--- src/rtl/r5p_mdu.sv ---
// r5p_mdu: iterative multiply/divide unit for the RISC-V M extension.
// It accepts one operation at a time over a valid/ready request channel,
// computes it one radix-2 step per cycle and returns the rd value over a
// valid/ready response channel.
//
// Ports
//   clk      clock (all state updates on the rising edge)
//   rst      synchronous active-high reset
//   req_vld  request valid
//   req_rdy  request ready (high only in IDLE)
//   fn3      funct3: 0 MUL,1 MULH,2 MULHSU,3 MULHU,4 DIV,5 DIVU,6 REM,7 REMU
//   word     *W operation (XLEN=64 only; treated as 0 when XLEN=32)
//   rs1      multiplicand / dividend
//   rs2      multiplier / divisor
//   rsp_vld  response valid (high only in DONE)
//   rsp_rdy  response ready
//   rd       result, held stable while rsp_vld=1
module r5p_mdu #(
  parameter int XLEN = 32
) (
  input  logic            clk,
  input  logic            rst,
  input  logic            req_vld,
  output logic            req_rdy,
  input  logic [2:0]      fn3,
  input  logic            word,
  input  logic [XLEN-1:0] rs1,
  input  logic [XLEN-1:0] rs2,
  output logic            rsp_vld,
  input  logic            rsp_rdy,
  output logic [XLEN-1:0] rd
);

  localparam int W2 = 2 * XLEN;
  localparam int CW = $clog2(XLEN);

  typedef enum logic [1:0] {IDLE, BUSY, DONE} state_t;

  state_t        state, state_nxt;
  logic [CW-1:0] cnt;

  // Latched operation and datapath registers (not reset; qualified by state)
  logic [2:0]      fn_r;
  logic            word_r;
  logic            neg_q, neg_r;
  logic [W2-1:0]   mc, prod;
  logic [XLEN-1:0] mp, rem, dvs, rd_r;

  // 32-bit value extended to XLEN, signed or unsigned.
  function automatic logic [XLEN-1:0] ext32(input logic [31:0] v, input logic sgn);
    if (sgn) return XLEN'($signed(v));
    else     return XLEN'(v);
  endfunction

  // Conditional two's-complement negation.
  function automatic logic [XLEN-1:0] cneg(input logic [XLEN-1:0] v, input logic neg);
    return neg ? (~v + 1'b1) : v;
  endfunction

  // Word results are sign-extended from bit 31, whatever the operation.
  function automatic logic [XLEN-1:0] fmt_rd(input logic [XLEN-1:0] v, input logic w);
    return w ? ext32(v[31:0], 1'b1) : v;
  endfunction

  // ---------------------------------------------------------------------
  // Accept-time operand preparation
  // ---------------------------------------------------------------------
  logic            w_in, is_div, s1, s2, neg1, neg2;
  logic            div_zero, div_ovf, special;
  logic [XLEN-1:0] a_ext, b_ext, a_mag, b_mag, mneg, spec_res;

  always_comb begin
    w_in   = (XLEN == 64) && word;
    is_div = fn3[2];
    // MUL low bits do not depend on signedness, so it runs unsigned.
    s1     = (fn3 == 3'd1) || (fn3 == 3'd2) || (fn3 == 3'd4) || (fn3 == 3'd6);
    s2     = (fn3 == 3'd1) || (fn3 == 3'd4) || (fn3 == 3'd6);
    a_ext  = w_in ? ext32(rs1[31:0], s1) : rs1;
    b_ext  = w_in ? ext32(rs2[31:0], s2) : rs2;
    neg1   = s1 && a_ext[XLEN-1];
    neg2   = s2 && b_ext[XLEN-1];
    a_mag  = cneg(a_ext, neg1);
    b_mag  = cneg(b_ext, neg2);
    // Most-negative value of the operation width, as seen after extension
    mneg   = w_in ? {{(XLEN-31){1'b1}}, {31{1'b0}}} : {1'b1, {(XLEN-1){1'b0}}};

    div_zero = is_div && (b_ext == '0);
    div_ovf  = is_div && !fn3[0] && (a_ext == mneg) && (b_ext == '1);
    special  = div_zero || div_ovf;

    spec_res = '0;
    if (div_zero)     spec_res = fn3[1] ? a_ext : '1;
    else if (div_ovf) spec_res = fn3[1] ? '0 : a_ext;
  end

  // ---------------------------------------------------------------------
  // One radix-2 step, plus the sign fixup applied on the last step
  // ---------------------------------------------------------------------
  logic [W2-1:0]   prod_s, mc_s, p_fix;
  logic [XLEN-1:0] mp_s, rem_s, mul_res, div_res, res;
  logic [XLEN:0]   trial, diff;
  logic            ge;

  always_comb begin
    // Shift-add multiply: multiplicand walks left, multiplier walks right
    prod_s = mp[0] ? (prod + mc) : prod;
    mc_s   = mc << 1;

    // Restoring divide: dividend bits shift out of mp, quotient bits shift in
    trial  = {rem, mp[XLEN-1]};
    diff   = trial - {1'b0, dvs};
    ge     = !diff[XLEN];
    rem_s  = ge ? diff[XLEN-1:0] : trial[XLEN-1:0];

    mp_s   = fn_r[2] ? {mp[XLEN-2:0], ge} : (mp >> 1);

    p_fix  = neg_q ? (~prod_s + 1'b1) : prod_s;
    if (fn_r[1:0] == 2'd0) mul_res = p_fix[XLEN-1:0];
    else if (word_r)       mul_res = XLEN'(p_fix[63:32]);
    else                   mul_res = p_fix[W2-1:XLEN];

    div_res = fn_r[1] ? cneg(rem_s, neg_r) : cneg(mp_s, neg_q);
    res     = fn_r[2] ? div_res : mul_res;
  end

  // ---------------------------------------------------------------------
  // FSM next state and handshake outputs
  // ---------------------------------------------------------------------
  always_comb begin
    state_nxt = state;
    req_rdy   = 1'b0;
    rsp_vld   = 1'b0;
    case (state)
      IDLE: begin
        req_rdy = 1'b1;
        if (req_vld) state_nxt = special ? DONE : BUSY;
      end
      BUSY: begin
        if (cnt == '0) state_nxt = DONE;
      end
      DONE: begin
        rsp_vld = 1'b1;
        if (rsp_rdy) state_nxt = IDLE;
      end
      default: state_nxt = IDLE;
    endcase
  end

  // ---------------------------------------------------------------------
  // Control registers
  // ---------------------------------------------------------------------
  always_ff @(posedge clk) begin
    if (rst) begin
      state <= IDLE;
      cnt   <= '0;
    end else begin
      state <= state_nxt;
      if (state == IDLE && req_vld)
        cnt <= w_in ? CW'(31) : CW'(XLEN - 1);
      else if (state == BUSY && cnt != '0)
        cnt <= cnt - 1'b1;
    end
  end

  // ---------------------------------------------------------------------
  // Datapath registers
  // ---------------------------------------------------------------------
  always_ff @(posedge clk) begin
    case (state)
      IDLE: begin
        if (req_vld) begin
          fn_r   <= fn3;
          word_r <= w_in;
          neg_q  <= neg1 ^ neg2;
          neg_r  <= neg1;
          mc     <= W2'(a_mag);
          prod   <= '0;
          rem    <= '0;
          dvs    <= b_mag;
          // Word dividends are left-aligned so their MSB is shifted out first
          if (is_div) mp <= w_in ? (a_mag << (XLEN - 32)) : a_mag;
          else        mp <= b_mag;
          if (special) rd_r <= fmt_rd(spec_res, w_in);
        end
      end
      BUSY: begin
        prod <= prod_s;
        mc   <= mc_s;
        mp   <= mp_s;
        rem  <= rem_s;
        if (cnt == '0) rd_r <= fmt_rd(res, word_r);
      end
      default: ;
    endcase
  end

  assign rd = rd_r;

endmodule
--- config.mk ---
export PLATFORM = sky130hd
export DESIGN_NAME = r5p_mdu
export DESIGN_NICKNAME = d
export VERILOG_FILES = /design/src/rtl/r5p_mdu.sv
export SDC_FILE = /design/constraint.sdc
export NUM_CORES = 1
export LEC_CHECK = 0
export ABC_AREA = 1
export CAP_MARGIN = 20
export CORE_ASPECT_RATIO = 0.7
export CORE_MARGIN = 2
export CORE_UTILIZATION = 45
export CTS_CLUSTER_DIAMETER = 60
export DETAILED_ROUTE_END_ITERATION = 10
export PLACE_DENSITY = 0.58
export SETUP_SLACK_MARGIN = 0.05
export SLEW_MARGIN = 20
export SYNTH_ARGS = -nofsm -noshare
export SYNTH_HDL_FRONTEND = slang
export SYNTH_SLANG_ARGS = --single-unit
--- constraint.sdc ---
create_clock -name clk -period 13.79 [get_ports clk]
set_input_delay 2.758 -clock clk [delete_from_list [all_inputs] [get_ports clk]]
set_output_delay 2.758 -clock clk [all_outputs]
set_load 0.005 [all_outputs]
==> impl_metrics.csv, run 1 <==
group,metric,value,unit
setup_path,end_kind,"flip-flop",
placement,hpwl,94.6,mm
setup_path,cp-start-kind,"flip-flop",
synthesis,syn_area,0.0276,mm2
layout,multi_input_area,0.0162,mm2
synthesis,yosys_register_bits,268,
setup_path,cp_slowest_cell,"edfxtp_1",
setup_path,cpPeakStageDelay,0.61,ns
sta,drv_slew,0,
synthesis,yosysSeqAreaShare,28.9,%
layout,final_common_cell,"nand2_1",
sta,timing.final.crit_share,44.3,%
layout,layout_common_cells,"nand2_1, inv_1, nor2_1",
sta,tightest_slew,1.20,ns
global_routing,busiest_layer,"met1",
layout,nFillCells,6500,
sta,hold_violations,0,
clocking,cts-resized-gates,0,
sta,clock_skew,0.0228,ns
detailed_routing,viasPerCell,5.44,
detailed_routing,post_drt_wl_per_cell,21.3,um
worst_hold_path,worstHoldPathType,"flip-flop to flip-flop",
sta,min_period,6.11,ns
sta,tns,0,ns
die,dieArea,0.0633,mm2
global_routing,grt_max_degree,142,
detailed_routing,postRouteAntennaNets,0,
detailed_routing,via_count,29900,
setup_path,cp.arrival,6.45,ns
synthesis,synth_edf_count,261,
die,fp.dieW,300,um
setup_path,critPathKind,"flip-flop to flip-flop",
die,initial_core_util,45.8,%
synthesis,synthesis.nets,4779,
global_routing,met2_usage,42.6,%
job,max-cap-violations,0,
placement,io_buffer_count,104,
layout,drive_above_1_share,4.57,%
synthesis,synth_top_area_share,28.4,%
clocking,clock_tree.root_cell,"clkbuf_16",
setup_path,critPathMostFrequentCell,"nand2_1",
setup_path,crit_fanout,55,
global_routing,grtUsageTotal,36.4,%
setup_path,r2r_cells,35,
layout,finalNetCount,4831,
global_routing,grt_use_met1,59.8,%
die,rows,75,
synthesis,synth_cell_types,59,
clocking,cts_max_level,2,
synthesis,syn_avg_cell_area,5.99,um2
synthesis,synth_flop_cell,"edfxtp_1",
clocking,ctsHoldBuffers,0,
sta,setup_viol,0,
synthesis,synth_area_leaders,"edfxtp_1, nand2_1, inv_1",
die,pin_count,106,
detailed_routing,drt_iter0_drc,3892,
synthesis,yosys.area.top_type,"edfxtp_1",
detailed_routing,wl,117,mm
clocking,clkLatencyLatePin,0.59,ns
sta,rsz0062_at_grt,"false",
sta,fmax,164,MHz
global_routing,met3_usage,14.8,%
detailed_routing,drc_errors,0,
detailed_routing,drtPass1Iterations,6,
global_routing,grt_pass1_wl,170,mm
global_routing,antenna_found_initial,2,
clocking,cts_buffers,38,
clocking,cts_buffer_depth,3,
layout,seq_area,0.00798,mm2
worst_hold_path,hold_path_depth,2,
clocking,cts_tree,"yes",
die,core_area,0.0602,mm2
synthesis,synth-async-reset-ratio,0,%
global_routing,first_global_vias,25700,
clocking,cts_sinks,268,
synthesis,yosys_warnings,0,
placement,gp_congestion,1.01,
clocking,postCtsSetupRepairBufs,0,
setup_path,cp.required,14.13,ns
clocking,clkTransAtPathRegs,0.06,ns
synthesis,syn_inst,4602,
layout,syn2layout_area_growth,10.9,%
sta,relSlewSlack,19.7,%
global_routing,grt-ovfl-total,0,
die,die_y,211,um
status,status,"complete, no violations",
==> metrics by stage <==
stage	hold WS (ns)	area, um2	worst slack (ns)	utilization (%)	cells
final	0.476	30600	7.68	50.7	5492
after floorplan	0.439	27600	6.29	-	4602
after CTS	0.472	30500	7.78	50.7	5489
after detailed placement	0.464	29300	7.17	48.6	5420
after global routing	0.478	30600	7.25	50.7	5491
after global placement	0.452	29300	7.23	48.6	5420
==> logic make-up after synthesis <==
kind of cell / count (synthesis) / synth area share [%]
XOR/XNOR: 81 / 2.57
adder cells (fa/ha/maj): 105 / 4.82
flip-flops: 268 / 28.9
AND/OR/NAND/NOR: 2775 / 41.7
multiplexers: 2 / 0.0726
AO/OA/AOI/OAI: 475 / 9.37
buffers and inverters: 896 / 12.5
==> cell usage after synthesis, types with 43 or more instances <==
| cell type | count |
|---|---|
| xor2_1 | 57 |
| edfxtp_1 | 261 |
| inv_1 | 765 |
| ha_1 | 103 |
| nand2_1 | 1645 |
| nor3_1 | 43 |
| o21ai_0 | 229 |
| clkbuf_1 | 77 |
| nor2_1 | 547 |
| nand3_1 | 352 |
| nand4_1 | 51 |
| a21oi_1 | 146 |
==> final timing paths <==
path                             from             endpoint  slack [ns]
hold / removal    cnt[0]$_SDFFE_PP0P_  cnt[0]$_SDFFE_PP0P_        0.48
setup reg to reg     mp[31]$_DFFE_PP_     rd[28]$_DFFE_PP_        7.68
hold reg to reg   cnt[0]$_SDFFE_PP0P_  cnt[0]$_SDFFE_PP0P_        0.48
setup / recovery     mp[31]$_DFFE_PP_     rd[28]$_DFFE_PP_        7.68
==> state kept, by name (all words and copies together), names as in the netlist <==
| name | flops |
|---|---|
| mc | 64 |
| prod | 64 |
| dvs | 32 |
| mp | 32 |
| rd | 32 |
| rem | 32 |
| cnt | 5 |
| fn_r | 3 |
| state | 2 |
| neg_q | 1 |
| neg_r | 1 |
==> critical path: cells and delay by family, from the launching register on <==
kind	cells	cell delay, ns
flip-flops	1	0.61
buffers and inverters	5	0.75
adder cells (fa/ha/maj)	3	0.81
AO/OA/AOI/OAI	1	0.15
AND/OR/NAND/NOR	26	3.44
==> area by class of cell <==
type	count	area share [%]
clock inverters	21	0.643
clock buffers	48	3.37
flip-flops and latches	268	26.1
diodes	1	0.00819
repair buffers	130	4.17
well taps	808	3.31
multi-input cells	3438	52.9
inverters	778	9.56
==> per-layer routing <==
metal	vias up	routed length (um)
met2	1542	38700
met1	13700	58000
li1	14600	-
met3	92	18600
met4	2	1460
met5	-	13
Power of run 1 is left out: the tool's default activity adds up to more than one toggle a clock period on the data nets, which glitch-free logic cannot reach.
==> inputs of run 2 (changes only) <==
clock period = 6.31 ns   (was 13.79 ns; I/O delays follow)
==> run 2 against run 1 <==
  * Design area barely moved
  * Critical path depth did not move
  * First-iteration DRC count fell by 0.18%
  * Die area did not move
  * Worst hold slack improved by 0.0043 ns
  * Highest routed layer is now met4
==> impl_metrics.csv, run 2 (synthesis results as in run 1) <==
group,metric,value,unit
layout,fin_util,50.7,%
clocking,clock_tree.root_cell,"clkbuf_16",
layout,nFillCells,6490,
sta,fmax,177,MHz
job,max-cap-violations,0,
clocking,cts_sinks,268,
setup_path,crit_buf_inv,5,
sta,drv_slew,0,
sta,hold_violations,0,
sta,clock_skew,0.0279,ns
status,status,"complete, no violations",
setup_path,cp.required,6.66,ns
clocking,clkTransAtPathRegs,0.06,ns
setup_path,cp-start-kind,"flip-flop",
die,fp.dieW,300,um
layout,syn2layout_area_growth,10.8,%
detailed_routing,via_count,29900,
worst_hold_path,worstHoldPathType,"flip-flop to flip-flop",
setup_path,critPathKind,"flip-flop to flip-flop",
placement,io_buffer_count,104,
worst_hold_path,worstHoldEndpoint,"cnt[0]$_SDFFE_PP0P_",
layout,top_regs,"mc x64, prod x64",
detailed_routing,wl,116,mm
sta,min_period,5.64,ns
layout,final_common_cell,"nand2_1",
sta,relSlewSlack,19.1,%
setup_path,crit_family,"simple AND/OR/NAND/NOR gates",
detailed_routing,viasPerCell,5.45,
setup_path,cp_slowest_cell,"edfxtp_1",
clocking,clkLatencyLatePin,0.60,ns
setup_path,timing.rr.start,"mp[31]$_DFFE_PP_",
clocking,cts_tree,"yes",
clocking,cts_max_level,2,
global_routing,grt_pass1_wl,169,mm
die,initial_core_util,45.8,%
placement,gp_congestion,1.01,
detailed_routing,drt_iter0_drc,3885,
global_routing,grtUsageTotal,36.3,%
worst_hold_path,hold_path_depth,2,
sta,rsz0062_at_grt,"false",
setup_path,critPathMostFrequentCell,"nand2_1",
setup_path,crit_fanout,25,
die,rows,75,
layout,finalNetCount,4833,
layout,layout_common_cells,"nand2_1, inv_1, nor2_1",
global_routing,grt-ovfl-total,0,
detailed_routing,postRouteAntennaNets,0,
clocking,cts_buffer_depth,3,
clocking,postCtsSetupRepairBufs,0,
sta,tightest_slew,1.20,ns
worst_hold_path,hp-start,"cnt[0]$_SDFFE_PP0P_",
layout,n_antenna_cell,0,
setup_path,end_kind,"flip-flop",
global_routing,antenna_found_initial,1,
sta,setup_viol,0,
die,dieArea,0.0633,mm2
setup_path,cpPeakStageDelay,0.43,ns
global_routing,first_global_vias,26000,
die,die_y,211,um
placement,hpwl,94.7,mm
setup_path,cp.arrival,6.00,ns
clocking,ctsHoldBuffers,0,
global_routing,grt_max_degree,89,
detailed_routing,drc_errors,0,
clocking,cts_buffers,38,
placement,preCtsSetupSlack,0.927,ns
sta,timing.final.crit_share,89.4,%
die,core_area,0.0602,mm2
clocking,cts-resized-gates,0,
detailed_routing,drtPass1Iterations,8,
setup_path,r2r_end,"rd[28]$_DFFE_PP_",
layout,drive_above_1_share,4.61,%
sta,worst_slack,0.666,ns
setup_path,r2r_cells,35,
die,pin_count,106,
sta,tns,0,ns
detailed_routing,post_drt_wl_per_cell,21.1,um
setup_path,r2r_slack,0.67,ns
==> run 2: changes by cell type in the layout (fill, tap and decap cells not counted) <==
cell,previous run,this run
clkbuf_1,7,3
buf_4,23,26
clkinv_1,7,10
bufinv_16,2,1
clkbuf_16,40,39
clkinv_4,2,1
diode_2,1,0
inv_6,4,5
inv_8,2,3
==> run 2: worst max path at each step <==
| stage | startpoint | to | slack, ns | depth (start not counted) |
|---|---|---|---|---|
| 2_1_floorplan | req_vld | mc[0]$_SDFFCE_PP0P_ | 0.30 | 2 |
| 3_3_place_gp | mp[31]$_DFFE_PP_ | rd[28]$_DFFE_PP_ | 0.95 | 35 |
| 3_5_place_dp | mp[31]$_DFFE_PP_ | rd[26]$_DFFE_PP_ | 0.93 | 35 |
| 4_1_cts | mp[31]$_DFFE_PP_ | rd[28]$_DFFE_PP_ | 0.91 | 35 |
| 5_1_grt | mp[31]$_DFFE_PP_ | rd[26]$_DFFE_PP_ | 0.25 | 35 |
| 6_report | mp[31]$_DFFE_PP_ | rd[28]$_DFFE_PP_ | 0.67 | 35 |
==> run 2: cell type report <==
cell class | instances | area (um2) | share of cell area [%]
multi-input combinational | 3438 | 16200 | 52.9
sequential | 268 | 7980 | 26.1
inverter | 778 | 2920 | 9.57
timing repair buffer | 132 | 1270 | 4.16
clock buffer | 44 | 1010 | 3.32
tap | 808 | 1010 | 3.31
clock inverter | 24 | 189 | 0.619
==> run 2: per-stage QoR <==
step,instance area (um2),cells,hold slack (ns)
2_1_floorplan,27600,4602,0.439
3_3_place_gp,29300,5424,0.452
3_5_place_dp,29300,5424,0.470
4_1_cts,30500,5492,0.479
5_1_grt,30500,5492,0.499
6_report,30500,5492,0.481
==> run 2: worst reg2reg max path, delay by kind of cell (launching register included) <==
kind	cells	cell delay [ns]
DFF	1	0.43
adders and majority gates	3	0.82
and+or+nand+nor	26	3.35
AOI/OAI and AO/OA	1	0.17
buffers and inverters	5	0.63
==> run 2: layer usage <==
| metal | GRT usage [%] | routed length, um | vias up |
|---|---|---|---|
| met5 | 0 | 0 | - |
| met4 | 5.10 | 1410 | 0 |
| met3 | 14.3 | 18200 | 76 |
| met2 | 42.5 | 38400 | 1567 |
| met1 | 59.9 | 58100 | 13700 |
| li1 | - | - | 14600 |
Power of run 2 is left out for the same reason.
